==> config.mk <==
export PLATFORM = sky130hd
export DESIGN_NAME = mips_ctrl_fsm_flat
export DESIGN_NICKNAME = d
export VERILOG_FILES = /design/src/rtl/alu_pkg.sv /design/src/rtl/mips_ctrl_fsm_if.sv /design/src/rtl/mips_ctrl_fsm.sv /design/src/flat_wrapper.sv
export SDC_FILE = /design/constraint.sdc
export NUM_CORES = 1
export LEC_CHECK = 0
export ABC_CLOCK_PERIOD_IN_PS = 4200
export CAP_MARGIN = 40
export CORE_MARGIN = 1.5
export CORE_UTILIZATION = 40
export CTS_CLUSTER_DIAMETER = 80
export DETAILED_ROUTE_END_ITERATION = 8
export PLACE_DENSITY = 0.8
export REMOVE_ABC_BUFFERS = 1
export SYNTH_ARGS = -nofsm -noshare
export SYNTH_HDL_FRONTEND = slang
export SYNTH_SLANG_ARGS = --single-unit
==> constraint.sdc <==
create_clock -name clk -period 4.2 [get_ports clk]
set_clock_uncertainty 0.15 [all_clocks]
set_input_delay 0.63 -clock clk [delete_from_list [all_inputs] [get_ports clk]]
set_output_delay 0.63 -clock clk [all_outputs]
set_load 0.1 [all_outputs]
==> src/rtl/alu_pkg.sv <==
// Shared ALU/controller types: opcode and funct constants, controller states.
// HALT state is only reachable when MIPS_CTRL_HALT_EN is defined.
package alu_pkg;

    localparam logic [5:0] RTYPE     = 6'h00;

    localparam logic [5:0] OP_REGIMM = 6'h01;
    localparam logic [5:0] OP_J      = 6'h02;
    localparam logic [5:0] OP_JAL    = 6'h03;
    localparam logic [5:0] OP_BEQ    = 6'h04;
    localparam logic [5:0] OP_BGTZ   = 6'h07;
    localparam logic [5:0] OP_ADDIU  = 6'h09;
    localparam logic [5:0] OP_SLTI   = 6'h0A;
    localparam logic [5:0] OP_SLTIU  = 6'h0B;
    localparam logic [5:0] OP_XORI   = 6'h0E;
    localparam logic [5:0] OP_LW     = 6'h23;
    localparam logic [5:0] OP_SW     = 6'h2B;
    localparam logic [5:0] OP_HALT   = 6'h3F;

    typedef enum logic [5:0] {
        F_SLL   = 6'h00,
        F_SRL   = 6'h02,
        F_SRA   = 6'h03,
        F_JR    = 6'h08,
        F_MFHI  = 6'h10,
        F_MFLO  = 6'h12,
        F_MULT  = 6'h18,
        F_MULTU = 6'h19,
        F_ADDU  = 6'h21,
        F_SUBU  = 6'h23,
        F_AND   = 6'h24,
        F_OR    = 6'h25,
        F_XOR   = 6'h26,
        F_NOR   = 6'h27,
        F_SLT   = 6'h2A,
        F_SLTU  = 6'h2B
    } r_sel_t;

    typedef enum logic [3:0] {
        INIT,
        FETCH,
        FETCH_WAIT,
        DECODE,
        MEM_ADDR,
        MEM_RD,
        MEM_RD_WAIT,
        MEM_WB,
        MEM_WR,
        R_EXEC,
        R_WB,
        I_EXEC,
        I_WB,
        BRANCH,
        JUMP,
        HALT
    } ctrl_state_t;

    function automatic logic is_imm_op(input logic [5:0] op);
        return op inside {[OP_ADDIU:OP_XORI]};
    endfunction

    function automatic logic is_branch_op(input logic [5:0] op);
        return (op == OP_REGIMM) || (op inside {[OP_BEQ:OP_BGTZ]});
    endfunction

    function automatic logic is_jump_op(input logic [5:0] op);
        return (op == OP_J) || (op == OP_JAL);
    endfunction

    // Arithmetic immediates sign-extend; logical ones zero-extend.
    function automatic logic imm_signed(input logic [5:0] op);
        return op inside {OP_ADDIU, OP_SLTI, OP_SLTIU};
    endfunction

endpackage

==> src/rtl/mips_ctrl_fsm_if.sv <==
// Controller <-> datapath bundle: IR fields in, mux selects and strobes out.
interface mips_ctrl_fsm_if;

    logic [5:0] ir_opcode;
    logic [5:0] ir_funct;
    logic       pc_write;
    logic       pc_write_cond;
    logic       i_or_d;
    logic       mem_write;
    logic       ir_write;
    logic       mem_to_reg;
    logic       reg_dst;
    logic       reg_write;
    logic       jump_and_link;
    logic       is_signed;
    logic       alu_src_a;
    logic [1:0] alu_src_b;
    logic [1:0] pc_source;
    logic [5:0] alu_op;
    logic       halted;

    modport master (
        input  ir_opcode, ir_funct,
        output pc_write, pc_write_cond, i_or_d, mem_write, ir_write,
        output mem_to_reg, reg_dst, reg_write, jump_and_link, is_signed,
        output alu_src_a, alu_src_b, pc_source, alu_op, halted
    );

    modport slave (
        output ir_opcode, ir_funct,
        input  pc_write, pc_write_cond, i_or_d, mem_write, ir_write,
        input  mem_to_reg, reg_dst, reg_write, jump_and_link, is_signed,
        input  alu_src_a, alu_src_b, pc_source, alu_op, halted
    );

endinterface

==> src/rtl/mips_ctrl_fsm.sv <==
// Multi-cycle MIPS main controller (Moore FSM).
// Define MIPS_CTRL_HALT_EN to build the HALT state for HALT_OPCODE.
module mips_ctrl_fsm
    import alu_pkg::*;
#(
    parameter logic [5:0] HALT_OPCODE = OP_HALT
) (
    input  logic           clk,
    input  logic           rst,
    mips_ctrl_fsm_if.master bus
);

    ctrl_state_t state;
    ctrl_state_t nxt;
    logic        init_done;
    logic [5:0]  op;
    r_sel_t      fn;
    logic        halt_hit;

    assign op       = bus.ir_opcode;
    assign fn       = r_sel_t'(bus.ir_funct);
    assign halt_hit = (op == HALT_OPCODE);

    // INIT is held for one full cycle after reset release before fetching.
    always_ff @(posedge clk or posedge rst) begin
        if (rst) begin
            state     <= INIT;
            init_done <= 1'b0;
        end else begin
            state     <= nxt;
            init_done <= 1'b1;
        end
    end

    always_comb begin
        nxt = state;
        unique case (state)
            INIT:        if (init_done) nxt = FETCH;
            FETCH:       nxt = FETCH_WAIT;
            FETCH_WAIT:  nxt = DECODE;
            DECODE: begin
                nxt = FETCH;
                if (halt_hit) begin
`ifdef MIPS_CTRL_HALT_EN
                    nxt = HALT;
`else
                    nxt = FETCH;
`endif
                end else begin
                    unique case (1'b1)
                        op == RTYPE:                  nxt = R_EXEC;
                        op == OP_LW || op == OP_SW:   nxt = MEM_ADDR;
                        is_imm_op(op):                nxt = I_EXEC;
                        is_branch_op(op):             nxt = BRANCH;
                        is_jump_op(op):               nxt = JUMP;
                        default:                      nxt = FETCH;
                    endcase
                end
            end
            MEM_ADDR:    nxt = (op == OP_SW) ? MEM_WR : MEM_RD;
            MEM_RD:      nxt = MEM_RD_WAIT;
            MEM_RD_WAIT: nxt = MEM_WB;
            MEM_WB:      nxt = FETCH;
            MEM_WR:      nxt = FETCH;
            R_EXEC: begin
                if (fn == F_JR || fn == F_MULT || fn == F_MULTU)
                    nxt = FETCH;
                else
                    nxt = R_WB;
            end
            R_WB:        nxt = FETCH;
            I_EXEC:      nxt = I_WB;
            I_WB:        nxt = FETCH;
            BRANCH:      nxt = FETCH;
            JUMP:        nxt = FETCH;
`ifdef MIPS_CTRL_HALT_EN
            HALT:        nxt = HALT;
`endif
            default:     nxt = INIT;
        endcase
    end

    always_comb begin
        bus.pc_write      = 1'b0;
        bus.pc_write_cond = 1'b0;
        bus.i_or_d        = 1'b0;
        bus.mem_write     = 1'b0;
        bus.ir_write      = 1'b0;
        bus.mem_to_reg    = 1'b0;
        bus.reg_dst       = 1'b0;
        bus.reg_write     = 1'b0;
        bus.jump_and_link = 1'b0;
        bus.is_signed     = 1'b0;
        bus.alu_src_a     = 1'b0;
        bus.alu_src_b     = 2'd0;
        bus.pc_source     = 2'd0;
        bus.alu_op        = OP_ADDIU;
        bus.halted        = 1'b0;
        unique case (state)
            FETCH: begin
                bus.alu_src_b = 2'd1;
                bus.pc_write  = 1'b1;
            end
            FETCH_WAIT: bus.ir_write = 1'b1;
            // Precompute PC + (imm << 2) so a branch finds its target in ALUOut.
            DECODE: begin
                bus.alu_src_b = 2'd3;
                bus.is_signed = 1'b1;
            end
            MEM_ADDR: begin
                bus.alu_src_a = 1'b1;
                bus.alu_src_b = 2'd2;
                bus.is_signed = 1'b1;
            end
            MEM_RD: bus.i_or_d = 1'b1;
            MEM_WB: begin
                bus.mem_to_reg = 1'b1;
                bus.reg_write  = 1'b1;
            end
            MEM_WR: begin
                bus.i_or_d    = 1'b1;
                bus.mem_write = 1'b1;
            end
            R_EXEC: begin
                bus.alu_src_a = 1'b1;
                bus.alu_op    = RTYPE;
                if (fn == F_JR) bus.pc_write = 1'b1;
            end
            R_WB: begin
                bus.reg_dst   = 1'b1;
                bus.reg_write = 1'b1;
                bus.alu_op    = RTYPE;
            end
            I_EXEC: begin
                bus.alu_src_a = 1'b1;
                bus.alu_src_b = 2'd2;
                bus.alu_op    = op;
                bus.is_signed = imm_signed(op);
            end
            I_WB: bus.reg_write = 1'b1;
            BRANCH: begin
                bus.alu_src_a     = 1'b1;
                bus.alu_op        = op;
                bus.pc_source     = 2'd1;
                bus.pc_write_cond = 1'b1;
            end
            JUMP: begin
                bus.pc_source = 2'd2;
                bus.pc_write  = 1'b1;
                if (op == OP_JAL) begin
                    bus.jump_and_link = 1'b1;
                    bus.reg_write     = 1'b1;
                end
            end
`ifdef MIPS_CTRL_HALT_EN
            HALT: bus.halted = 1'b1;
`endif
            default: ;
        endcase
    end

endmodule

==> src/flat_wrapper.sv <==
// flat-port wrapper written by rule: the top's interface ports become plain ports
module mips_ctrl_fsm_flat import alu_pkg::*;
#(
    parameter logic [5:0] HALT_OPCODE = OP_HALT
)
  (clk, rst, bus_ir_opcode, bus_ir_funct, bus_pc_write, bus_pc_write_cond, bus_i_or_d, bus_mem_write, bus_ir_write, bus_mem_to_reg, bus_reg_dst, bus_reg_write, bus_jump_and_link, bus_is_signed, bus_alu_src_a, bus_alu_src_b, bus_pc_source, bus_alu_op, bus_halted);
  mips_ctrl_fsm_if bus_i ();
  input  logic clk;
  input  logic rst;
  input wire logic [$bits(bus_i.ir_opcode)-1:0] bus_ir_opcode;
  input wire logic [$bits(bus_i.ir_funct)-1:0] bus_ir_funct;
  output wire logic [$bits(bus_i.pc_write)-1:0] bus_pc_write;
  output wire logic [$bits(bus_i.pc_write_cond)-1:0] bus_pc_write_cond;
  output wire logic [$bits(bus_i.i_or_d)-1:0] bus_i_or_d;
  output wire logic [$bits(bus_i.mem_write)-1:0] bus_mem_write;
  output wire logic [$bits(bus_i.ir_write)-1:0] bus_ir_write;
  output wire logic [$bits(bus_i.mem_to_reg)-1:0] bus_mem_to_reg;
  output wire logic [$bits(bus_i.reg_dst)-1:0] bus_reg_dst;
  output wire logic [$bits(bus_i.reg_write)-1:0] bus_reg_write;
  output wire logic [$bits(bus_i.jump_and_link)-1:0] bus_jump_and_link;
  output wire logic [$bits(bus_i.is_signed)-1:0] bus_is_signed;
  output wire logic [$bits(bus_i.alu_src_a)-1:0] bus_alu_src_a;
  output wire logic [$bits(bus_i.alu_src_b)-1:0] bus_alu_src_b;
  output wire logic [$bits(bus_i.pc_source)-1:0] bus_pc_source;
  output wire logic [$bits(bus_i.alu_op)-1:0] bus_alu_op;
  output wire logic [$bits(bus_i.halted)-1:0] bus_halted;
  assign bus_i.ir_opcode = bus_ir_opcode;
  assign bus_i.ir_funct = bus_ir_funct;
  assign bus_pc_write = bus_i.pc_write;
  assign bus_pc_write_cond = bus_i.pc_write_cond;
  assign bus_i_or_d = bus_i.i_or_d;
  assign bus_mem_write = bus_i.mem_write;
  assign bus_ir_write = bus_i.ir_write;
  assign bus_mem_to_reg = bus_i.mem_to_reg;
  assign bus_reg_dst = bus_i.reg_dst;
  assign bus_reg_write = bus_i.reg_write;
  assign bus_jump_and_link = bus_i.jump_and_link;
  assign bus_is_signed = bus_i.is_signed;
  assign bus_alu_src_a = bus_i.alu_src_a;
  assign bus_alu_src_b = bus_i.alu_src_b;
  assign bus_pc_source = bus_i.pc_source;
  assign bus_alu_op = bus_i.alu_op;
  assign bus_halted = bus_i.halted;
  mips_ctrl_fsm #(.HALT_OPCODE(HALT_OPCODE)) u_core (.clk(clk), .rst(rst), .bus(bus_i));
endmodule
* Yosys cells after proc, flatten, opt, wreduce, memory -nomap -nowiden *
Index checks and enable logic that the tools add are counted.

operators by class
  reduce and logical (&&, ||, !) cells = 19
  muxes and demuxes = 22
  equality and inequality tests = 27
  $lt $le $gt $ge = 4

operators by type and width
  kind                  number
  $pmux W4 S10          1
  $eq A4 B4 Y1 const B  7
  $eq A6 B4 Y1 const B  4
  $pmux W4 S5           1
  $eq A6 B6 Y1 const B  3
  $eq A4 B3 Y1 const B  4
  $mux W4               4
  $eq A6 B2 Y1 const B  2
  $eq A6 B5 Y1 const B  2
  $pmux W6 S2           1
  $reduce_or A2 Y1      6
  $mux W1               10
  $eq A4 B2 Y1 const B  2
  $eq A6 B1 Y1 const B  1
  $ge A6 B3 Y1 const B  1
  $ge A6 B4 Y1 const B  1
  $le A6 B3 Y1 const B  1
  $le A6 B4 Y1 const B  1
  $logic_not A6 Y1      1
  $pmux W1 S2           3
  $pmux W2 S3           1
  $reduce_or A6 Y1      1
  $logic_or A1 B1 Y1    5
  $eq A4 B1 Y1 const B  1
  7 further kinds       8

word-level totals
  output and inout bits = 22
  flip-flop bits (word level) = 5
  logic and storage cells = 74

* Longest topological paths before layout *
  depth in word-level cells = 6
  mapped depth = 6
  gate-level depth less buffers = 4

* Least setup slack after synthesis *
No wires, ideal clock.

  path kind = input port to output port
  from = input bus_ir_funct[1]
  to = output bus_pc_write
  setup slack = -0.234 ns
  data arrival time = 3.654 ns
  stages on the path = 3
  data required time = 3.420 ns
  buffers on the path = 0
  cell sequence = or4b_4 o31a_1 o31ai_1

on the way
  cells in the longest elaborated chain, start to end = 3

RTL lines
  what                line                  text
  start: declaration  flat_wrapper.sv:11    input wire logic [$bits(bus_i.ir_funct)-1:0] bus_ir_funct;
  $eq A6 B4 Y1        mips_ctrl_fsm.sv:127  if (fn == F_JR) bus.pc_write = 1'b1;
  $mux W1             mips_ctrl_fsm.sv:127
  $pmux W1 S2         mips_ctrl_fsm.sv:99   unique case (state)
  end: declaration    flat_wrapper.sv:12    output wire logic [$bits(bus_i.pc_write)-1:0] bus_pc_write;

No other way between the ends.

* Final worst setup path *
  from = input bus_ir_opcode[2]
  to = output bus_reg_write

on the way
  cells in the longest elaborated chain, start to end = 3

RTL lines
  what                line                  text
  start: declaration  flat_wrapper.sv:10    input wire logic [$bits(bus_i.ir_opcode)-1:0] bus_ir_opcode;
  $eq A6 B2 Y1        mips_ctrl_fsm.sv:150  if (op == OP_JAL) begin
  $mux W1             mips_ctrl_fsm.sv:150
  $pmux W1 S2         mips_ctrl_fsm.sv:99
  end: declaration    flat_wrapper.sv:19    output wire logic [$bits(bus_i.reg_write)-1:0] bus_reg_write;

No other way between the ends.

==> out/results.ini <==
[die]
ioPinCount=36
die_y_um=45.26
rows=15
die_w_um=45.26
core_area_mm2=0.001708
start_util_pct=41.83
dieArea_mm2=0.002048

[routing]
drt_first_pass_iters=4
antenna_left=0
vias=869
wl_per_cell_um=11.77
first_iter_violations=25
drc=0
routed_wirelength_um=1919
drt-vias-per-instance=5.331

[clock_network]
ctsHoldBuffers=0
cts_tree=done
clock_latency_ns=0.24
clk_pin_slew_ns=0.04
cts_resized=0
cts.path.max_buffers=2
cts.sinks=5
cts_made_buffers=3
cts_root_buf=clkbuf_4
post_cts_buffers=0
cts_max_level=1

[yosys]
synth-edff-count=0
yosysUniqueCellTypes=37
yosysMostFrequentCell=nor2_1
async_flop_share_pct=100.0
synth_simple_gate_area_share_pct=41.68
yosys.area_share.xor_xnor_pct=0
yosys_warnings=0
synthAdderAreaFrac_pct=0
synthCells=106
synth_compound_gate_area_share_pct=30.30
postSynthAreaPerCell_um2=6.740
synth_seq_cells=5
synth_top_family_by_area=simple AND/OR/NAND/NOR gates
synth_flop_cell=dfrtp_1
ys_seq_area_share_pct=17.51
yosys-top-cells-area=dfrtp_1 18%, nor2_1 6.8%, o21ai_0 5.6%, and2_1 4.4%, nand2b_1 4.4%
netlist_area_um2=714.4
synth_top_area_share_pct=17.51
synth_mux_area_share_pct=0
synth_largest_area_cell=dfrtp_1
synth_commonest_cells=13 x nor2_1, 8 x nand2_1, 8 x o21ai_0

[layout]
drive_above_1_share_pct=19.57
nets=153
final_area_mm2=0.001095
n_antenna_cell=0
area_growth_pct=53.24
fin_util_pct=64.10

[status]
status=complete, no violations

[worst_setup_path]
path_class=primary input to output pin
cp-end-kind=output pin
path_cells=clkdlybuf4s50_1, nand2b_1, or4_1, nor3b_2, a211o_1, buf_4
required_ns=3.42
max_stage_delay_ns=0.51
critPathLaunchType=primary input
cp_max_fo=8
cp_slowest_cell=clkdlybuf4s50_1
arrival_ns=2.47

[timing]
rsz0062_at_grt=false
hold_viol_final=0
fin_crit_ns=3.252
period_share_pct=77.42
tightest_slew_ns=0.5922
drv_slew=0
setup_tns_ns=0
setup_violations=0
slew_headroom_pct=60.52
max_freq_mhz=307.5

[place]
port_buffers=34
place_area_mm2=0.001069
gp_congestion=0.8414
dp_hpwl_um=1486

[global_routing]
overflow=0
grt_pass1_wl_um=3008
antenna_found_initial=0
grt_usage_pct=20.15
grt_pass1_vias=695
grt_start_max_net_pins=23

[flow_run]
drv_cap=0

[hold_path]
hold_class=primary input to async pin

-- worst paths after layout --
kind                                   from               to  slack (ns)  depth (start not counted)
setup / recovery           bus_ir_opcode[2]    bus_reg_write        0.95                          6
hold / removal                          rst  u_core.state[3]        0.44                          2
setup reg to reg            u_core.state[2]  u_core.state[3]        2.47                          3
hold reg to reg            u_core.init_done  u_core.state[0]        0.55                          4
max in group asynchronous               rst  u_core.state[1]        3.29                          2
min in group clk           u_core.init_done  u_core.state[0]        0.55                          4
-- per-stage QoR --
stage / instances / worst slack, ns / hold slack, ns
2_1_floorplan: 95 / -0.2342 / 0.2585
3_3_place_gp: 154 / 0.9946 / 0.5193
3_5_place_dp: 159 / 0.9549 / 0.5561
4_1_cts: 163 / 0.9500 / 0.4304
5_1_grt: 163 / 0.8675 / 0.4404
6_report: 163 / 0.9483 / 0.4394
-- sequential cells by signal (all words and copies together) (netlist names) --
name / cells
u_core.init_done: 1
u_core.state: 4
-- worst max-delay path: cells and delay by family --
family / cells / cell delay (ns)
AOI/OAI and AO/OA: 1 / 0.12
buffers and inverters: 2 / 0.79
and+or+nand+nor: 3 / 0.93
-- area by class of cell --
type                    count  area, um^2
clock buffers               4       26.28
fillers                   146       613.1
inverters                   4       15.01
multi-input cells          86       521.8
flip-flops and latches      5       125.1
well taps                  25       31.28
repair buffers             39       375.4
-- layer usage --
metal  GRT usage, %  vias to the layer above  wire, um
met5              0                        -         0
met1          25.06                      394       807
li1               -                      442         -
met2          34.29                       33       991
met3          6.400                        0       120
met4          3.529                        0         0
-- kinds of logic after synthesis --
family / after synthesis
and+or+nand+nor: 53
AOI/OAI and AO/OA: 31
buffers and inverters: 15
DFF: 5
other: 2
-- placed cells by master, fill, tap and decap left out, drive strengths merged, types with 2 or more instances in the layout --
master	synthesis	final
buf	5	21
clkdlybuf4s50	0	18
nor2	13	13
o21ai	8	8
nand2	8	8
nor2b	5	5
nand2b	5	5
and2	5	5
dfrtp	5	5
inv	4	4
nor3	4	4
clkbuf	6	4
a21oi	3	3
a221o	3	3
o31ai	3	3
a21o	3	3
nand4b	2	2
a211o	2	2
o22ai	2	2
and3	2	2
conb	2	2
Power is not shown: default switching activity piles up to over one toggle a cycle in this logic, so the estimate is an artifact.
